File: src/rtl/agex_exec_mdu_stage.sv
// agex_exec_mdu_stage: execute stage with ALU, branch/jump resolution and an iterative multiply/divide unit
// Ports:
//   clk, reset                  clock, asynchronous active-high reset
//   in_valid/in_ready           decode-side handshake; in_op, in_use_imm, in_pc, in_rs1, in_rs2,
//                               in_imm, in_rd, in_tag describe the instruction
//   out_valid/out_ready         memory-side handshake; out_result, out_rd, out_wr_en, out_pc, out_tag
//   br_redirect, br_target      one-cycle redirect to fetch/decode on a taken branch or jump
module agex_exec_mdu_stage #(
    parameter int XLEN   = 32,
    parameter int TAG_W  = 32,
    parameter int MDU_EN = 1
) (
    input  logic             clk,
    input  logic             reset,
    input  logic             in_valid,
    output logic             in_ready,
    input  logic [4:0]       in_op,
    input  logic             in_use_imm,
    input  logic [XLEN-1:0]  in_pc,
    input  logic [XLEN-1:0]  in_rs1,
    input  logic [XLEN-1:0]  in_rs2,
    input  logic [XLEN-1:0]  in_imm,
    input  logic [4:0]       in_rd,
    input  logic [TAG_W-1:0] in_tag,
    output logic             out_valid,
    input  logic             out_ready,
    output logic [XLEN-1:0]  out_result,
    output logic [4:0]       out_rd,
    output logic             out_wr_en,
    output logic [XLEN-1:0]  out_pc,
    output logic [TAG_W-1:0] out_tag,
    output logic             br_redirect,
    output logic [XLEN-1:0]  br_target
);
    localparam int SW = $clog2(XLEN);
    localparam logic [SW:0] STEPS = (SW+1)'(XLEN);

    typedef enum logic [1:0] {IDLE, BUSY, DONE} state_t;
    state_t state, state_nx;

    logic [XLEN-1:0]   b, alu, target, jr_sum;
    logic              taken, wr_en, accept, is_mdu, out_free, md_fin, md_load;
    logic [2*XLEN-1:0] p, p_nx;
    logic [XLEN-1:0]   md_b, md_pc, md_result;
    logic [1:0]        md_op;
    logic [4:0]        md_rd;
    logic [TAG_W-1:0]  md_tag;
    logic [SW:0]       cnt;
    logic [XLEN:0]     m_sum, r_sh;
    logic [XLEN+1:0]   d_try;

    assign b         = in_use_imm ? in_imm : in_rs2;
    assign jr_sum    = in_rs1 + in_imm;
    assign out_free  = !out_valid || out_ready;
    assign in_ready  = !reset && state == IDLE && out_free && !br_redirect;
    assign accept    = in_valid && in_ready;
    assign is_mdu    = (MDU_EN != 0) && in_op[4:2] == 3'b110;
    assign md_fin    = state == BUSY && cnt == STEPS;
    assign md_load   = out_free && (md_fin || state == DONE);
    // p holds {high, low}: product for multiply, {remainder, quotient} for divide;
    // op bit 0 picks the high half (MULHU, REMU)
    assign md_result = md_op[0] ? p[2*XLEN-1:XLEN] : p[XLEN-1:0];

    always_comb begin
        alu    = '0;
        taken  = 1'b0;
        target = in_pc + in_imm;
        case (in_op)
            5'd1:  alu = in_rs1 + b;
            5'd2:  alu = in_rs1 - b;
            5'd3:  alu = in_rs1 & b;
            5'd4:  alu = in_rs1 | b;
            5'd5:  alu = in_rs1 ^ b;
            5'd6:  alu = in_rs1 << b[SW-1:0];
            5'd7:  alu = in_rs1 >> b[SW-1:0];
            5'd8:  alu = $unsigned($signed(in_rs1) >>> b[SW-1:0]);
            5'd9:  alu = XLEN'($signed(in_rs1) < $signed(b));
            5'd10: alu = XLEN'(in_rs1 < b);
            5'd16: taken = in_rs1 == in_rs2;
            5'd17: taken = in_rs1 != in_rs2;
            5'd18: taken = $signed(in_rs1) < $signed(in_rs2);
            5'd19: taken = $signed(in_rs1) >= $signed(in_rs2);
            5'd20: taken = in_rs1 < in_rs2;
            5'd21: taken = in_rs1 >= in_rs2;
            5'd22: begin
                taken = 1'b1;
                alu   = in_pc + XLEN'(4);
            end
            5'd23: begin
                taken  = 1'b1;
                alu    = in_pc + XLEN'(4);
                target = {jr_sum[XLEN-1:1], 1'b0};
            end
            default: alu = '0;
        endcase
        wr_en = in_rd != 5'd0 && (in_op inside {[5'd1:5'd10], [5'd22:5'd27]});
    end

    // One radix-2 step: shift-add multiply or restoring divide.
    // A zero divisor never borrows, which naturally yields all-ones / dividend.
    always_comb begin
        m_sum = {1'b0, p[2*XLEN-1:XLEN]} + (p[0] ? {1'b0, md_b} : '0);
        r_sh  = p[2*XLEN-1:XLEN-1];
        d_try = {1'b0, r_sh} - {2'b0, md_b};
        p_nx  = !md_op[1] ? {m_sum, p[XLEN-1:1]} :
                d_try[XLEN+1] ? {r_sh[XLEN-1:0], p[XLEN-2:0], 1'b0} :
                {d_try[XLEN-1:0], p[XLEN-2:0], 1'b1};
    end

    always_comb begin
        state_nx = state;
        if (state == IDLE && accept && is_mdu) state_nx = BUSY;
        if (md_load) state_nx = IDLE;
        else if (md_fin) state_nx = DONE;
    end

    always_ff @(posedge clk or posedge reset) begin
        if (reset) begin
            state  <= IDLE;
            p      <= '0;
            md_b   <= '0;
            md_op  <= '0;
            md_rd  <= '0;
            md_pc  <= '0;
            md_tag <= '0;
            cnt    <= '0;
        end else begin
            state <= state_nx;
            if (accept && is_mdu) begin
                p      <= {{XLEN{1'b0}}, in_rs1};
                md_b   <= b;
                md_op  <= in_op[1:0];
                md_rd  <= in_rd;
                md_pc  <= in_pc;
                md_tag <= in_tag;
                cnt    <= '0;
            end else if (state == BUSY && !md_fin) begin
                p   <= p_nx;
                cnt <= cnt + 1'b1;
            end
        end
    end

    always_ff @(posedge clk or posedge reset) begin
        if (reset) begin
            out_valid   <= 1'b0;
            out_result  <= '0;
            out_rd      <= '0;
            out_wr_en   <= 1'b0;
            out_pc      <= '0;
            out_tag     <= '0;
            br_redirect <= 1'b0;
            br_target   <= '0;
        end else begin
            br_redirect <= accept && taken;
            if (accept && taken) br_target <= target;
            if (accept && !is_mdu) begin
                out_valid  <= 1'b1;
                out_result <= alu;
                out_rd     <= in_rd;
                out_wr_en  <= wr_en;
                out_pc     <= in_pc;
                out_tag    <= in_tag;
            end else if (md_load) begin
                out_valid  <= 1'b1;
                out_result <= md_result;
                out_rd     <= md_rd;
                out_wr_en  <= md_rd != 5'd0;
                out_pc     <= md_pc;
                out_tag    <= md_tag;
            end else if (out_valid && out_ready) begin
                out_valid <= 1'b0;
            end
        end
    end
endmodule

File: config.mk
export PLATFORM = sky130hd
export DESIGN_NAME = agex_exec_mdu_stage
export DESIGN_NICKNAME = d
export VERILOG_FILES = /design/src/rtl/agex_exec_mdu_stage.sv
export SDC_FILE = /design/constraint.sdc
export NUM_CORES = 2
export LEC_CHECK = 0
export BUFFER_PORTS_ARGS = -buffer_cell sky130_fd_sc_hd__buf_2
export CAP_MARGIN = 40
export CORE_MARGIN = 5
export CORE_UTILIZATION = 55
export CTS_BUF_LIST = sky130_fd_sc_hd__clkbuf_8
export DETAILED_ROUTE_END_ITERATION = 8
export PLACE_DENSITY = 0.75
export SKIP_LAST_GASP = 1
export SYNTH_ARGS = -nofsm -noshare
export SYNTH_HDL_FRONTEND = slang
export SYNTH_SLANG_ARGS = --single-unit
File: constraint.sdc
create_clock -name clk -period 13.3 [get_ports clk]
set_input_delay 1.33 -clock clk [delete_from_list [all_inputs] [get_ports clk]]
set_output_delay 1.33 -clock clk [all_outputs]
set_load 0.03 [all_outputs]
* Word-level counts from Yosys, hierarchy flattened
Index checks and enable logic that the tools add are counted.
** Storage, ports and cells
- Word-level logic and storage cells :: 124
- Input port bits :: 175
- Register bits after elaboration :: 311
** Cells by class
- Add/subtract/negate cells :: 8
- Mux-type cells :: 28
- Bitwise operators :: 3
- Order comparisons :: 10
- Reduce and logical (&&, ||, !) cells :: 32
- Equality and inequality tests :: 24
- Shift operators :: 3
** Operators by type and width (count)
- one-hot mux 32 bit (11 select lines) :: 1
- two-way mux 32 bit :: 10
- two-way mux 64 bit :: 4
- < comparator 32 bit :: 4
- adder 32 bit :: 3
- greater-or-equal comparator 32 bit :: 2
- equality test 5 bit, second input constant :: 8
- subtractor 33 x 32 -> 34 bit :: 1
- adder 32 x 32 -> 33 bit :: 1
- adder 32 x 3 -> 32 bit, second input constant :: 1
- bitwise AND 32 bit :: 1
- equality test 32 bit :: 1
- != test 32 bit :: 1
- bitwise OR 32 bit :: 1
- left shift 32 x 5 -> 32 bit :: 1
- right shift 32 x 5 -> 32 bit :: 1
- >>> shifter 32 x 5 -> 32 bit :: 1
- subtractor 32 bit :: 1
- bitwise XOR 32 bit :: 1
- equality test 5 x 3 -> 1 bit, second input constant :: 4
- logical AND 1 bit :: 16
- equality test 5 x 4 -> 1 bit, second input constant :: 3
- two-way mux 6 bit :: 2
- equality test 5 x 2 -> 1 bit, second input constant :: 2
- 21 further kinds :: 37

* Longest topological paths before layout
- Depth in word-level cells :: 10
- Depth in mapped cells :: 19

* Least setup slack after synthesis
No wires, ideal clock.
- Kind :: in2reg
- Start :: input in_use_imm
- End :: register out_result[23]
- Path slack :: 7841 ps
- Arrival :: 5322 ps
- Library setup time :: 137 ps
- Required time :: 13163 ps
- Stages :: 17
- Cell sequence :: buf_6 > mux2i_1 > clkbuf_1 > clkbuf_1 > clkbuf_1 > ha_1 > clkbuf_1 > a21oi_1 > or2_2 > a311oi_1 > o31ai_2 > o211ai_1 > a21oi_1 > nand2_1 > a221o_1 > a221oi_1 > a21oi_1
** Between the ends
- Word-level cells in the longest chain between the ends :: 4
- Elaborated cells on any way between the ends :: 11
- Classes of those cells :: add/sub (2); shift (3); mux (3); bitwise (3)
** RTL lines
- start: declaration :: RTL line 18 : input logic in_use_imm,
- two-way mux 32 bit (*) :: RTL line 52 : assign b = in_use_imm ? in_imm : in_rs2;
- subtractor 32 bit (tied with other cells) :: RTL line 70 : 5'd2: alu = in_rs1 - b;
- one-hot mux 32 bit (11 select lines) (*) :: RTL line 68 : case (in_op)
- two-way mux 32 bit (*) :: RTL line 157 : if (accept && !is_mdu) begin
- end signal: assignment :: RTL line 159 : out_result <= alu;
- end signal: assignment :: RTL line 166 : out_result <= md_result;
- end: declaration :: RTL line 27 : output logic [XLEN-1:0] out_result,
Every way passes the cells marked *; elsewhere a longest branch is shown, timed or not.
A chain may end at the register's enable or synchronous reset.

* Worst setup path in the final report
- Start :: input in_use_imm
- End :: register out_result[26]
Same word-level chain as after synthesis.

==> impl_metrics.py <==
metrics = {
    "worst_setup_path": {
        "arrival_ns": 6.77,
        "worstSetupPathType": "in -> reg",
        "required_ns": 13.85,
        "crit_path_end_kind": "flip-flop",
        "crit_path_cell_trace": "buf_2, buf_4, mux2i_4, buf_4, inv_2, buf_4, ha_1, inv_1, fa_1, nand2b_1, a21oi_1, o21ai_1, a2111oi_1, o21ai_1, a2111oi_2, o211ai_1, a31oi_1, a211oi_1, a211o_1",
        "crit_buf_inv": 6,
        "crit_top_cell": "buf_4",
        "r2r_cells": 12,
        "start_kind": "input port",
        "critPathTopFamily": "compound AO/OA/AOI/OAI gates",
        "worst-path-stages": 19,
        "slowest_stage": "a2111oi_1",
        "max_stage_delay_ns": 0.69,
        "path_max_fanout": 57,
    },
    "logic_synthesis": {
        "async_flop_share_pct": 100,
        "syn_avg_cell_area_sq_um": 8.00,
        "synth_seq_cells": 311,
        "syn_nets": 4381,
        "seq_area_frac_synth_pct": 24.7,
        "synth.distinct_cells": 99,
        "yosysWarnings": 0,
        "synth_edf_count": 0,
        "syn_inst": 3933,
        "netlist_area_sq_um": 31500,
        "synth-main-ff-cell": "dfrtp_1",
    },
    "clock_network": {
        "post_cts_buffers": 0,
        "clock_path_buffers": 3,
        "cts_tree": "done",
        "cts_sinks": 311,
        "ctsResizeCount": 0,
        "cts-root-buf": "clkbuf_8",
        "numCtsBuffers": 57,
        "worstSkewPairLatency_ns": 0.72,
        "clk_pin_slew_ns": 0.06,
        "cts.htree.levels": 2,
        "cts_hold_buf": 0,
    },
    "job": {
        "cap_violations": 0,
    },
    "die": {
        "placeableCoreArea_sq_um": 56500,
        "rows": 87,
        "die_y_um": 249,
        "die_width_um": 249,
        "io_pins": 312,
        "start_util_pct": 55.7,
        "dieArea_sq_um": 62100,
    },
    "pwr": {
        "ir_worst_vdd_mv": 0.142,
        "pwr-share-clk_pct": 16.0,
        "internal-power_w": 0.00324,
        "power.density_nw_per_um2": 181,
        "power_leakage_nw": 16.0,
        "power_frac_seq_pct": 27.2,
        "power_switching_w": 0.00310,
        "swShare_pct": 48.9,
        "p_comb_share_pct": 56.8,
    },
    "final_layout": {
        "drive_gt1_share_pct": 14.8,
        "syn_to_final_growth_pct": 11.0,
        "stdcell_count": 4949,
        "layout.nets": 4589,
        "most-common-layout-cells": "nand2_1 (610), o21ai_0 (317), buf_2 (311), dfrtp_1 (309), a21oi_1 (301)",
        "final_common_cell": "nand2_1",
        "fillers": 5087,
    },
    "timing": {
        "tightest_slew_ns": 1.11,
        "rsz0062_at_grt": "no",
        "timing.final.ws_setup_ns": 7.09,
        "setup_viol": 0,
        "drv_slew": 0,
        "skew_ns": 0.0578,
        "period_minus_slack_ns": 6.21,
        "hold_violations": 0,
        "min_period_over_period_pct": 46.7,
        "fmax_mhz": 161,
        "slew_headroom_pct": 26.0,
        "setup-tns-final_ns": 0,
    },
    "detailed_routing": {
        "drt_first_iter_violations": 4220,
        "final_antenna_net_count": 0,
        "wl_per_cell_um": 25.6,
        "num_vias": 32600,
        "dr.pass1.iters": 6,
        "postRouteWirelength_um": 127000,
        "avgViaCountPerCell": 6.58,
        "post-route-drc-count": 0,
    },
    "global_route": {
        "grt_pass1_wl_um": 189000,
        "gr-total-overflow": 0,
        "grtUsageTotal_pct": 38.6,
        "antenna_found_initial": 8,
        "grt_max_degree": 188,
        "grt_pass1_vias": 30300,
    },
    "min_path": {
        "hold_path.class": "reg -> reg",
        "hold_path_depth": 2,
    },
    "place": {
        "post-place-cells": 4837,
        "io_buffers": 311,
        "place_congestion": 1.09,
        "place_ws_ns": 6.50,
        "place_hpwl_um": 96500,
    },
    "run_status": {
        "status": "complete, no violations",
    },
}
==> cells in the mapped netlist, types with 45 or more instances <==
library cell / count / area, sq um
o211ai_1: 45 / 338
a21oi_1: 303 / 1520
o21ai_0: 317 / 1590
a21o_1: 61 / 458
o221ai_1: 51 / 447
clkbuf_1: 154 / 578
nand3_1: 70 / 350
xnor2_1: 86 / 753
and2_1: 45 / 282
ha_1: 267 / 3340
inv_1: 201 / 754
nand2_1: 610 / 2290
mux2i_1: 261 / 2610
dfrtp_1: 311 / 7780
nor2_1: 247 / 927
xor2_1: 53 / 464
nor3_1: 53 / 265
==> flip-flops by register name (all words and copies together) (netlist names) <==
register	count
out_rd	5
out_valid	1
md_pc	32
p	64
md_rd	5
md_op	2
br_redirect	1
out_tag	32
md_tag	32
state	2
md_b	32
br_target	32
out_result	32
out_wr_en	1
out_pc	32
cnt	6
==> metal layers <==
metal  up-vias  global-route usage [%]  wire, um
met2      1923                    56.7     53000
li1      14700                       -         -
met1     15500                    51.2     50000
met4         6                    20.5      8210
met5         -                       0        46
met3       390                    11.8     15400
==> path summary, 6_finish.rpt <==
kind | end | slack [ns] | from
setup / recovery | out_result[26] | 7.09 | in_use_imm
hold / removal | md_tag[27] | 0.48 | md_tag[27]
setup reg to reg | p[60] | 9.43 | p[0]
hold reg to reg | md_tag[27] | 0.48 | md_tag[27]
max in group asynchronous | p[47] | 11.39 | reset
min in group asynchronous | out_tag[20] | 0.56 | reset
==> through the flow <==
step	total power, W	cell area (sq um)	util (%)	hold WS, ns
finish	0.00634	35000	61.9	0.476
CTS	0.00629	34900	61.8	0.479
global placement	0.00517	33500	59.3	0.459
detailed placement	0.00525	33700	59.6	0.463
global route	0.00674	34900	61.9	0.493
floorplan	0.00422	31500	-	0.445
==> power by group through the flow <==
stage	registers (W)	logic [W]	clock network, W
5_1_grt	0.00176	0.00391	0.00107
3_5_place_dp	0.00172	0.00353	0
6_report	0.00172	0.00360	0.00102
4_1_cts	0.00171	0.00355	0.00103
3_3_place_gp	0.00171	0.00345	0
2_1_floorplan	0.00199	0.00223	0
==> kinds of logic after synthesis <==
group,after synthesis,share of synthesized area (%)
buffers and inverters,428,5.52
muxes,316,11.8
and+or+nand+nor,1246,17.7
xor gates and xnor gates,139,3.87
DFF,311,24.7
adders and majority gates,273,11.0
AOI/OAI and AO/OA,1220,25.3
==> cell type report <==
| cell class | count | area (sq um) | share of cell area (%) |
|---|---|---|---|
| multi-input cells | 3194 | 22000 | 63.1 |
| inverters | 207 | 787 | 2.25 |
| flip-flops and latches | 311 | 7780 | 22.3 |
| clock buffers | 65 | 895 | 2.56 |
| repair buffers | 370 | 2140 | 6.12 |
| well taps | 756 | 946 | 2.71 |
| diodes | 6 | 15.0 | 0.0430 |
| clock inverters | 40 | 345 | 0.988 |
==> worst min-delay path, cell delays in order, from the launching register on <==
cell	delay, ns
dfrtp_1	0.34
nand2_1	0.05
nand2_1	0.05
(Power assumes the default switching activity.)
